[src/rtl/sha_1_ctrl_if.sv]
// Bus bundle for the SHA-1 message sequencer: input word stream, core
// block port, digest output, error flag and an FSM state debug view.
//
// Handshake rule for both in_* and dig_*: a transfer happens on a rising
// clk edge where valid and ready are both 1; the producer holds data stable
// while valid=1 and ready=0, and ready never depends combinationally on valid.
// core_enable / core_ready are single-cycle pulses, not a valid/ready pair.
interface sha_1_ctrl_if;
  logic         in_valid;
  logic         in_ready;
  logic [31:0]  in_data;
  logic         in_last;
  logic [2:0]   in_bytes;
  logic [511:0] core_data;
  logic [63:0]  core_index;
  logic         core_enable;
  logic [159:0] core_hash;
  logic         core_ready;
  logic         dig_valid;
  logic         dig_ready;
  logic [159:0] dig_hash;
  logic         err;
  logic [2:0]   dbg_state;

  // Controller side
  modport slave (
    input  in_valid, in_data, in_last, in_bytes, core_hash, core_ready, dig_ready,
    output in_ready, core_data, core_index, core_enable, dig_valid, dig_hash, err, dbg_state
  );

  // Environment side: message source, core and digest consumer
  modport master (
    output in_valid, in_data, in_last, in_bytes, core_hash, core_ready, dig_ready,
    input  in_ready, core_data, core_index, core_enable, dig_valid, dig_hash, err, dbg_state
  );
endinterface

[src/rtl/sha_1_ctrl.sv]
// SHA-1 message sequencer. Packs 32-bit message words into 512-bit blocks,
// appends the 0x80 pad byte and 64-bit bit length, issues each block to the
// sha_1 core and returns the final digest on a valid/ready port.
// Optional build macro: SHA_1_CTRL_TIMEOUT_EN adds a core watchdog that sets
// the sticky err flag and abandons the message when the core stalls.
module sha_1_ctrl #(
  parameter int TIMEOUT = 255
) (
  input  logic          clk,
  input  logic          rst,
  sha_1_ctrl_if.slave   bus
);

  typedef enum logic [2:0] {
    S_COLLECT = 3'd0,
    S_FIRE    = 3'd1,
    S_WAIT    = 3'd2,
    S_PAD     = 3'd3,
    S_OUT     = 3'd4
  } state_t;

  state_t        state;
  logic [31:0]   blk_buf [16];
  logic [3:0]    wcnt;
  logic [63:0]   bytecnt;
  logic [63:0]   blk;
  logic          msg_end;
  logic          len_done;
  logic          pad_pend;
  logic          in_ready_q;
  logic          core_enable_q;
  logic          dig_valid_q;
  logic [159:0]  dig_hash_q;
  logic          err_q;

`ifdef SHA_1_CTRL_TIMEOUT_EN
  logic [31:0]   tmo_cnt;
`else
  localparam int unused_timeout = TIMEOUT;
`endif

  logic [2:0]    nb;
  logic [31:0]   last_word;
  logic [4:0]    pad_pos;
  logic [63:0]   bytecnt_nxt;
  logic [63:0]   bitlen_nxt;
  logic [511:0]  core_data_w;
  logic          take;

  // Decode the incoming word: valid byte count, padded last word, pad position
  always_comb begin
    nb = 3'd4;
    if (bus.in_last) nb = (bus.in_bytes > 3'd4) ? 3'd4 : bus.in_bytes;
    case (nb)
      3'd0:    last_word = 32'h8000_0000;
      3'd1:    last_word = {bus.in_data[31:24], 24'h80_0000};
      3'd2:    last_word = {bus.in_data[31:16], 16'h8000};
      3'd3:    last_word = {bus.in_data[31:8], 8'h80};
      default: last_word = bus.in_data;
    endcase
    // A full last word pushes the 0x80 pad byte into the following word
    pad_pos     = {1'b0, wcnt} + ((nb == 3'd4) ? 5'd1 : 5'd0);
    bytecnt_nxt = bytecnt + {61'd0, nb};
    bitlen_nxt  = bytecnt_nxt << 3;
  end

  // Flatten the block buffer onto the core bus, word i at [i*32 +: 32]
  always_comb begin
    core_data_w = '0;
    for (int i = 0; i < 16; i++) core_data_w[i*32 +: 32] = blk_buf[i];
  end

  assign take            = bus.in_valid & in_ready_q & (state == S_COLLECT);
  assign bus.in_ready    = in_ready_q;
  assign bus.core_data   = core_data_w;
  assign bus.core_index  = blk;
  assign bus.core_enable = core_enable_q;
  assign bus.dig_valid   = dig_valid_q;
  assign bus.dig_hash    = dig_hash_q;
  assign bus.err         = err_q;
  assign bus.dbg_state   = state;

  // Sequencer FSM: collect words, fire blocks, wait for the core, emit digest
  always_ff @(posedge clk) begin
    if (!rst) begin
      state         <= S_COLLECT;
      wcnt          <= 4'd0;
      bytecnt       <= 64'd0;
      blk           <= 64'd0;
      msg_end       <= 1'b0;
      len_done      <= 1'b0;
      pad_pend      <= 1'b0;
      in_ready_q    <= 1'b1;
      core_enable_q <= 1'b0;
      dig_valid_q   <= 1'b0;
      dig_hash_q    <= 160'd0;
      err_q         <= 1'b0;
      for (int i = 0; i < 16; i++) blk_buf[i] <= 32'd0;
`ifdef SHA_1_CTRL_TIMEOUT_EN
      tmo_cnt       <= 32'd0;
`endif
    end else begin
      case (state)
        S_COLLECT: begin
          if (take) begin
            bytecnt <= bytecnt_nxt;
            wcnt    <= wcnt + 4'd1;
            if (!bus.in_last) begin
              blk_buf[wcnt] <= bus.in_data;
              if (wcnt == 4'd15) begin
                msg_end       <= 1'b0;
                state         <= S_FIRE;
                in_ready_q    <= 1'b0;
                core_enable_q <= 1'b1;
              end
            end else begin
              // Place the padded last word, the spill-over pad word, zeros after
              for (int i = 0; i < 16; i++) begin
                if (5'(i) == {1'b0, wcnt}) blk_buf[i] <= last_word;
                else if (5'(i) > {1'b0, wcnt})
                  blk_buf[i] <= (5'(i) == pad_pos) ? 32'h8000_0000 : 32'd0;
              end
              // Length fits in this block only if the pad ends by word 13
              if (pad_pos <= 5'd13) begin
                blk_buf[14] <= bitlen_nxt[63:32];
                blk_buf[15] <= bitlen_nxt[31:0];
                len_done    <= 1'b1;
              end else begin
                len_done    <= 1'b0;
              end
              pad_pend      <= (pad_pos == 5'd16);
              msg_end       <= 1'b1;
              state         <= S_FIRE;
              in_ready_q    <= 1'b0;
              core_enable_q <= 1'b1;
            end
          end
        end

        S_FIRE: begin
          core_enable_q <= 1'b0;
          state         <= S_WAIT;
`ifdef SHA_1_CTRL_TIMEOUT_EN
          tmo_cnt       <= 32'd0;
`endif
        end

        S_WAIT: begin
          if (bus.core_ready) begin
            blk  <= blk + 64'd1;
            wcnt <= 4'd0;
            for (int i = 0; i < 16; i++) blk_buf[i] <= 32'd0;
            if (!msg_end) begin
              state      <= S_COLLECT;
              in_ready_q <= 1'b1;
            end else if (!len_done) begin
              state <= S_PAD;
            end else begin
              state       <= S_OUT;
              dig_hash_q  <= bus.core_hash;
              dig_valid_q <= 1'b1;
            end
          end
`ifdef SHA_1_CTRL_TIMEOUT_EN
          else if (tmo_cnt == 32'(TIMEOUT - 1)) begin
            // Core stalled: drop the message and go back to idle collecting
            err_q      <= 1'b1;
            state      <= S_COLLECT;
            in_ready_q <= 1'b1;
            blk        <= 64'd0;
            bytecnt    <= 64'd0;
            wcnt       <= 4'd0;
            msg_end    <= 1'b0;
            len_done   <= 1'b0;
            pad_pend   <= 1'b0;
            for (int i = 0; i < 16; i++) blk_buf[i] <= 32'd0;
          end else begin
            tmo_cnt <= tmo_cnt + 32'd1;
          end
`endif
        end

        S_PAD: begin
          // Extra block holding only padding and the bit length
          for (int i = 0; i < 16; i++) blk_buf[i] <= 32'd0;
          blk_buf[0]    <= pad_pend ? 32'h8000_0000 : 32'd0;
          blk_buf[14]   <= bytecnt[60:29];
          blk_buf[15]   <= {bytecnt[28:0], 3'b000};
          len_done      <= 1'b1;
          pad_pend      <= 1'b0;
          state         <= S_FIRE;
          core_enable_q <= 1'b1;
        end

        S_OUT: begin
          if (bus.dig_ready) begin
            dig_valid_q <= 1'b0;
            blk         <= 64'd0;
            bytecnt     <= 64'd0;
            wcnt        <= 4'd0;
            msg_end     <= 1'b0;
            len_done    <= 1'b0;
            pad_pend    <= 1'b0;
            in_ready_q  <= 1'b1;
            state       <= S_COLLECT;
          end
        end

        default: begin
          state      <= S_COLLECT;
          in_ready_q <= 1'b1;
        end
      endcase
    end
  end

endmodule

[src/flat_wrapper.sv]
// flat-port wrapper written by rule: the top's interface ports become plain ports
module sha_1_ctrl_flat 
#(
  parameter int TIMEOUT = 255
)
  (clk, rst, bus_in_valid, bus_in_data, bus_in_last, bus_in_bytes, bus_core_hash, bus_core_ready, bus_dig_ready, bus_in_ready, bus_core_data, bus_core_index, bus_core_enable, bus_dig_valid, bus_dig_hash, bus_err, bus_dbg_state);
  sha_1_ctrl_if bus_i ();
  input  logic clk;
  input  logic rst;
  input wire logic [$bits(bus_i.in_valid)-1:0] bus_in_valid;
  input wire logic [$bits(bus_i.in_data)-1:0] bus_in_data;
  input wire logic [$bits(bus_i.in_last)-1:0] bus_in_last;
  input wire logic [$bits(bus_i.in_bytes)-1:0] bus_in_bytes;
  input wire logic [$bits(bus_i.core_hash)-1:0] bus_core_hash;
  input wire logic [$bits(bus_i.core_ready)-1:0] bus_core_ready;
  input wire logic [$bits(bus_i.dig_ready)-1:0] bus_dig_ready;
  output wire logic [$bits(bus_i.in_ready)-1:0] bus_in_ready;
  output wire logic [$bits(bus_i.core_data)-1:0] bus_core_data;
  output wire logic [$bits(bus_i.core_index)-1:0] bus_core_index;
  output wire logic [$bits(bus_i.core_enable)-1:0] bus_core_enable;
  output wire logic [$bits(bus_i.dig_valid)-1:0] bus_dig_valid;
  output wire logic [$bits(bus_i.dig_hash)-1:0] bus_dig_hash;
  output wire logic [$bits(bus_i.err)-1:0] bus_err;
  output wire logic [$bits(bus_i.dbg_state)-1:0] bus_dbg_state;
  assign bus_i.in_valid = bus_in_valid;
  assign bus_i.in_data = bus_in_data;
  assign bus_i.in_last = bus_in_last;
  assign bus_i.in_bytes = bus_in_bytes;
  assign bus_i.core_hash = bus_core_hash;
  assign bus_i.core_ready = bus_core_ready;
  assign bus_i.dig_ready = bus_dig_ready;
  assign bus_in_ready = bus_i.in_ready;
  assign bus_core_data = bus_i.core_data;
  assign bus_core_index = bus_i.core_index;
  assign bus_core_enable = bus_i.core_enable;
  assign bus_dig_valid = bus_i.dig_valid;
  assign bus_dig_hash = bus_i.dig_hash;
  assign bus_err = bus_i.err;
  assign bus_dbg_state = bus_i.dbg_state;
  sha_1_ctrl #(.TIMEOUT(TIMEOUT)) u_core (.clk(clk), .rst(rst), .bus(bus_i));
endmodule
[config.mk]
export PLATFORM = sky130hd
export DESIGN_NAME = sha_1_ctrl_flat
export DESIGN_NICKNAME = d
export VERILOG_FILES = /design/src/rtl/sha_1_ctrl_if.sv /design/src/rtl/sha_1_ctrl.sv /design/src/flat_wrapper.sv
export SDC_FILE = /design/constraint.sdc
export NUM_CORES = 1
export LEC_CHECK = 0
export ABC_AREA = 1
export CORE_AREA = 2 2 365 367
export DETAILED_ROUTE_END_ITERATION = 8
export DIE_AREA = 0 0 367 369
export PLACE_DENSITY = 0.52
export SETUP_SLACK_MARGIN = 0.4
export SYNTH_ARGS = -nofsm -noshare
export SYNTH_HDL_FRONTEND = slang
export SYNTH_SLANG_ARGS = --single-unit
[constraint.sdc]
create_clock -name clk -period 9.3 [get_ports clk]
set_clock_uncertainty 0.1 [all_clocks]
set_input_delay 0.93 -clock clk [delete_from_list [all_inputs] [get_ports clk]]
set_output_delay 0.93 -clock clk [all_outputs]
set_load 0.1 [all_outputs]
### Word-level counts from Yosys, hierarchy flattened

Memory sizes are Yosys's and may differ from the RTL's.
Cells that the tools add are included.

* add/subtract/negate cells: 4
* multiply operators: 0
* div/mod/pow operators: 0
* order comparisons: 17
* equal/unequal tests: 48
* shifts and indexed selects: 0
* multiplexer cells: 353
* bitwise gates (word level): 71
* reductions and logical operators: 20

Operators with widths (number)
* 2-to-1 mux 32 bit: 85
* case mux 64 bit (2 select lines): 2
* 2-to-1 mux 1 bit: 241
* 2-to-1 mux 64 bit: 3
* case mux 32 bit (4 select lines): 1
* OR 1 bit: 68
* adder 64 x 1 -> 64 bit (second input constant): 1
* adder 64 x 3 -> 64 bit: 1
* equality test 4 x 5 -> 1 bit (first input constant): 8
* equality test 4 bit (first input constant): 8
* greater-than comparator 4 bit (first input constant): 8
* OR reduction 32 bit: 1
* 2-to-1 mux 3 bit: 9
* equality test 3 x 5 -> 1 bit (first input constant): 4
* AND reduction 4 bit: 5
* equality test 3 x 4 -> 1 bit (first input constant): 4
* greater-than comparator 3 x 4 -> 1 bit (first input constant): 4
* 2-to-1 mux 4 bit: 4
* case mux 3 bit (5 select lines): 1
* equality test 3 x 2 -> 1 bit (second input constant): 4
* case mux 4 bit (3 select lines): 1
* equality test 2 x 5 -> 1 bit (first input constant): 2
* case mux 1 bit (3 select lines): 3
* AND reduction 3 bit: 3
* 27 further kinds: 42

* register bits after elaboration: 301
* latch bits: 0
* memory bits (writable): 512
* bits in read-only memories: 0
* output and inout port bits: 743
* word-level logic and storage cells: 525
* memories kept: 1

Memory list
* u_core.blk_buf: depth 16, width 32, rd ports 16, clocked after Yosys merged registers in 0, write ports 16, RTL line sha_1_ctrl.sv:23 `logic [31:0] blk_buf [16];`

### Longest topological paths before layout

* depth in word-level cells: 17
* depth in mapped cells: 19

### Least setup slack after synthesis

No wires, ideal clock.

* path type: register to register
* start: reg u_core.in_ready_q (netlist: u_core.bus.in_ready)
* end: mem u_core.blk_buf[12][0], enable pin
* setup time: 0.533 ns
* arrival: 5.370 ns
* data required time: 8.667 ns
* path slack: 3.297 ns
* stages on the path, launching flop included: 5
* buffers on the path: 0
* period minus slack after synthesis: 6.003 ns
* path through: dfxtp_1 -> nand2_1 -> nor2_2 -> nand2_2 -> o311ai_0

RTL lines
* start, declared: RTL line sha_1_ctrl.sv:30 `logic in_ready_q;`
* start signal, assigned: RTL line sha_1_ctrl.sv:93 `in_ready_q <= 1'b1;`
* start signal, assigned: RTL line sha_1_ctrl.sv:113 `in_ready_q <= 1'b0;`
* start signal, assigned: RTL line sha_1_ctrl.sv:134 `in_ready_q <= 1'b0;`
* end, declared: RTL line sha_1_ctrl.sv:23

==> flow_metrics.env <==
export IMPL_p_per_area_nw_per_um2=207
export IMPL_relSlewSlack=0.202
export IMPL_placedInstanceArea_um2=48200
export IMPL_die_height_um=369
export IMPL_ys_seq_area_frac=0.574
export IMPL_fin_tns_setup_ns=0
export IMPL_ff2ff_path_depth=9
export IMPL_wl_per_cell_um=27.8
export IMPL_ctsHtreeMaxLevel=3
export IMPL_r2r_start="u_core.wcnt[3]"
export IMPL_portBuffers=942
export IMPL_die_area_um2=135000
export IMPL_fin_crit_sh=0.578
export IMPL_start_kind="primary input"
export IMPL_start_util=0.284
export IMPL_cp_arrival_ns=5.67
export IMPL_holdBufCountCts=0
export IMPL_routed_wl_um=193000
export IMPL_min_period_ns=5.37
export IMPL_slew_violations=0
export IMPL_cp_startpoint="bus_in_last"
export IMPL_dr_first_iter_drc_count=4034
export IMPL_clk_pin_slew_ns=0.06
export IMPL_post_cts_resized=0
export IMPL_clockBufferDepth=3
export IMPL_synth_area_um2=37200
export IMPL_nets=5312
export IMPL_synth_main_ff_cell="edfxtp_1"
export IMPL_worstMarginPinSlew_ns=1.19
export IMPL_synth_seq_cells=810
export IMPL_boundaryPins=944
export IMPL_critPathCapture="u_core.blk_buf[14][9]"
export IMPL_end_kind="flip-flop"
export IMPL_grt_pass1_wl_um=268000
export IMPL_area_growth_pct=38.1
export IMPL_netlist_instances=4266
export IMPL_clkLatencyLatePin_ns=0.73
export IMPL_max_vdd_ir_drop_mv=0.158
export IMPL_cp_max_fo=52
export IMPL_fin_area_um2=51300
export IMPL_grt_overflow_total=0
export IMPL_synth_top_family_by_area="simple AND/OR/NAND/NOR gates"
export IMPL_synthSimpleGateAreaFrac=0.228
export IMPL_drc=0
export IMPL_yosys_area_share_adder=0.00357
export IMPL_setup_viol=0
export IMPL_rows=133
export IMPL_postCtsSetupRepairBufs=0
export IMPL_synthXorXnorAreaFrac=0.00542
export IMPL_dp_hpwl_um=142000
export IMPL_status="complete, no violations"
export IMPL_cts_sinks=810
export IMPL_num_vias=36400
export IMPL_cts_tree="yes"
export IMPL_cts_made_buffers=95
export IMPL_yosysUniqueCellTypes=54
export IMPL_max_cap_violations=0
export IMPL_drive_above_1_share=0.0626
export IMPL_worstReg2RegEnd="u_core.blk_buf[14][9]"
export IMPL_core_area_um2=131000
export IMPL_synth_warnings=0
export IMPL_ant_nets=0
export IMPL_first_pass_iters=8
export IMPL_rrSetupSlack_ns=4.52
export IMPL_final_core_util=0.392
export IMPL_synth_compound_gate_area_share=0.125
export IMPL_syn_area_per_cell_um2=8.72
export IMPL_path_class="primary input to flip-flop"
export IMPL_leakage_nw=19.2
export IMPL_gp_congestion=0.993
export IMPL_die_w_um=367
export IMPL_root_buffer="clkbuf_16"
export IMPL_crit_required_ns=9.60
export IMPL_finalHoldViolCount=0
export IMPL_antenna_found_initial=15
export IMPL_grt_max_degree=120
export IMPL_fill_cells=13400
export IMPL_grt_total_usage=0.274
export IMPL_via_per_inst=5.24
export IMPL_rsz0062_at_grt="no"
export IMPL_synth_edff_count=512
export IMPL_async_reset_ff_frac=0
export IMPL_hold_path_class="flip-flop to flip-flop"
export IMPL_syn_num_nets=4477
export IMPL_synth_mux_area_fraction=0
export IMPL_grt_pass1_vias=35000
export IMPL_clock_fmax_ghz=0.186
[worst min-delay path by stage]
stage                             start                   to  cells after the start
global placement    u_core.bus.in_ready  u_core.bus.in_ready                      2
detailed placement  u_core.bus.in_ready  u_core.bus.in_ready                      2
CTS                  u_core.bytecnt[60]   u_core.bytecnt[60]                      2
floorplan               u_core.pad_pend      u_core.pad_pend                      2
finish               u_core.bytecnt[60]   u_core.bytecnt[60]                      2
global route         u_core.bytecnt[60]   u_core.bytecnt[60]                      2
[cell type report]
type / count / area [µm²] / share of cell area
Clock inverter: 51 / 561 / 0.0109
Inverter: 329 / 1240 / 0.0242
Timing Repair Buffer: 1001 / 9820 / 0.191
Sequential cell: 810 / 21300 / 0.416
Antenna cell: 3 / 7.51 / 0.000146
Tap cell: 1755 / 2200 / 0.0428
Clock buffer: 122 / 2570 / 0.0500
Multi-Input combinational cell: 2864 / 13600 / 0.265
[where the power goes]
| group | switching, W | internal, W |
|---|---|---|
| clock network | 0.00168 | 0.00214 |
| registers | 0.000134 | 0.00406 |
| logic | 0.00212 | 0.000500 |
[cells in the final DEF, fill, tap and decap left out, types with 13 or more instances in the layout]
cell / netlist / final
nand3_1: 239 / 229
buf_4: 7 / 81
o22ai_1: 272 / 272
nor3_1: 28 / 26
clkbuf_1: 140 / 18
nand4_1: 95 / 95
nand2_2: 12 / 13
xor2_1: 22 / 22
nand3_2: 3 / 13
inv_1: 302 / 301
nor2_1: 708 / 706
nor4_1: 78 / 78
clkdlybuf4s50_1: 0 / 919
nor2_2: 14 / 13
nand2_1: 782 / 781
a21oi_1: 126 / 124
clkinv_2: 0 / 13
edfxtp_1: 512 / 512
clkinv_1: 4 / 15
inv_2: 22 / 23
o21ai_1: 47 / 45
dfxtp_1: 298 / 298
o21ai_0: 357 / 357
clkbuf_16: 0 / 95
[cells by family after synthesis]
group                    after synthesis
AND/OR/NAND/NOR                     1992
AO/OA/AOI/OAI                        838
flip-flops                           810
buffers and inverters                592
XOR/XNOR                              23
adder cells (fa/ha/maj)               10
other                                  1
[synth_stat cells, drive strengths merged, types with 29 or more instances]
master  instances  share of area
nand4          96          0.016
o22ai         272          0.046
o21ai         407          0.055
clkbuf        141          0.014
inv           325          0.033
nand2         795          0.081
nor4           79          0.013
nor2          726          0.075
nor3           29         0.0042
buf           122          0.017
dfxtp         298           0.16
edfxtp        512           0.41
nand3         243          0.033
a21oi         126          0.017
[state kept, by name (all words and copies together) (netlist names)]
name                    flops
u_core.bus.dig_valid        1
u_core.len_done             1
u_core.bus.dbg_state        3
u_core.pad_pend             1
u_core.bus.dig_hash       160
u_core.bytecnt             61
u_core.bus.core_enable      1
u_core.bus.core_index      64
u_core.msg_end              1
u_core.wcnt                 4
u_core.blk_buf            512
u_core.bus.in_ready         1
[routing by layer]
metal  wire (µm)  global-route usage
met3       17200              0.0621
met1       72700               0.325
met2       90600               0.456
met4       12400               0.158
met5          43                   0
[critical path: stages]
cell and delay (ns):
clkdlybuf4s50_1 0.71, inv_2 0.13, nor2_4 0.27, inv_2 0.18, ha_1 0.27, nand3_1 0.09
nand2_1 0.08, nand2_1 0.24, nand3_1 0.19, nand3_4 0.33, buf_4 0.52, nand2_1 0.50
inv_2 0.45, nand3_1 0.29, buf_4 0.39
[stage by stage]
| stage | power (W) | setup WS (ns) | cells | hold WS (ns) |
|---|---|---|---|---|
| floorplan | 0.00602 | 3.30 | 4266 | 0.354 |
| global placement | 0.00689 | 3.41 | 6759 | 0.373 |
| detailed placement | 0.00688 | 3.27 | 6759 | 0.372 |
| CTS | 0.0107 | 4.05 | 6932 | 0.389 |
| global route | 0.0109 | 3.69 | 6934 | 0.424 |
| finish | 0.0106 | 3.93 | 6935 | 0.391 |
No activity file was read; power rests on OpenSTA's default activity.
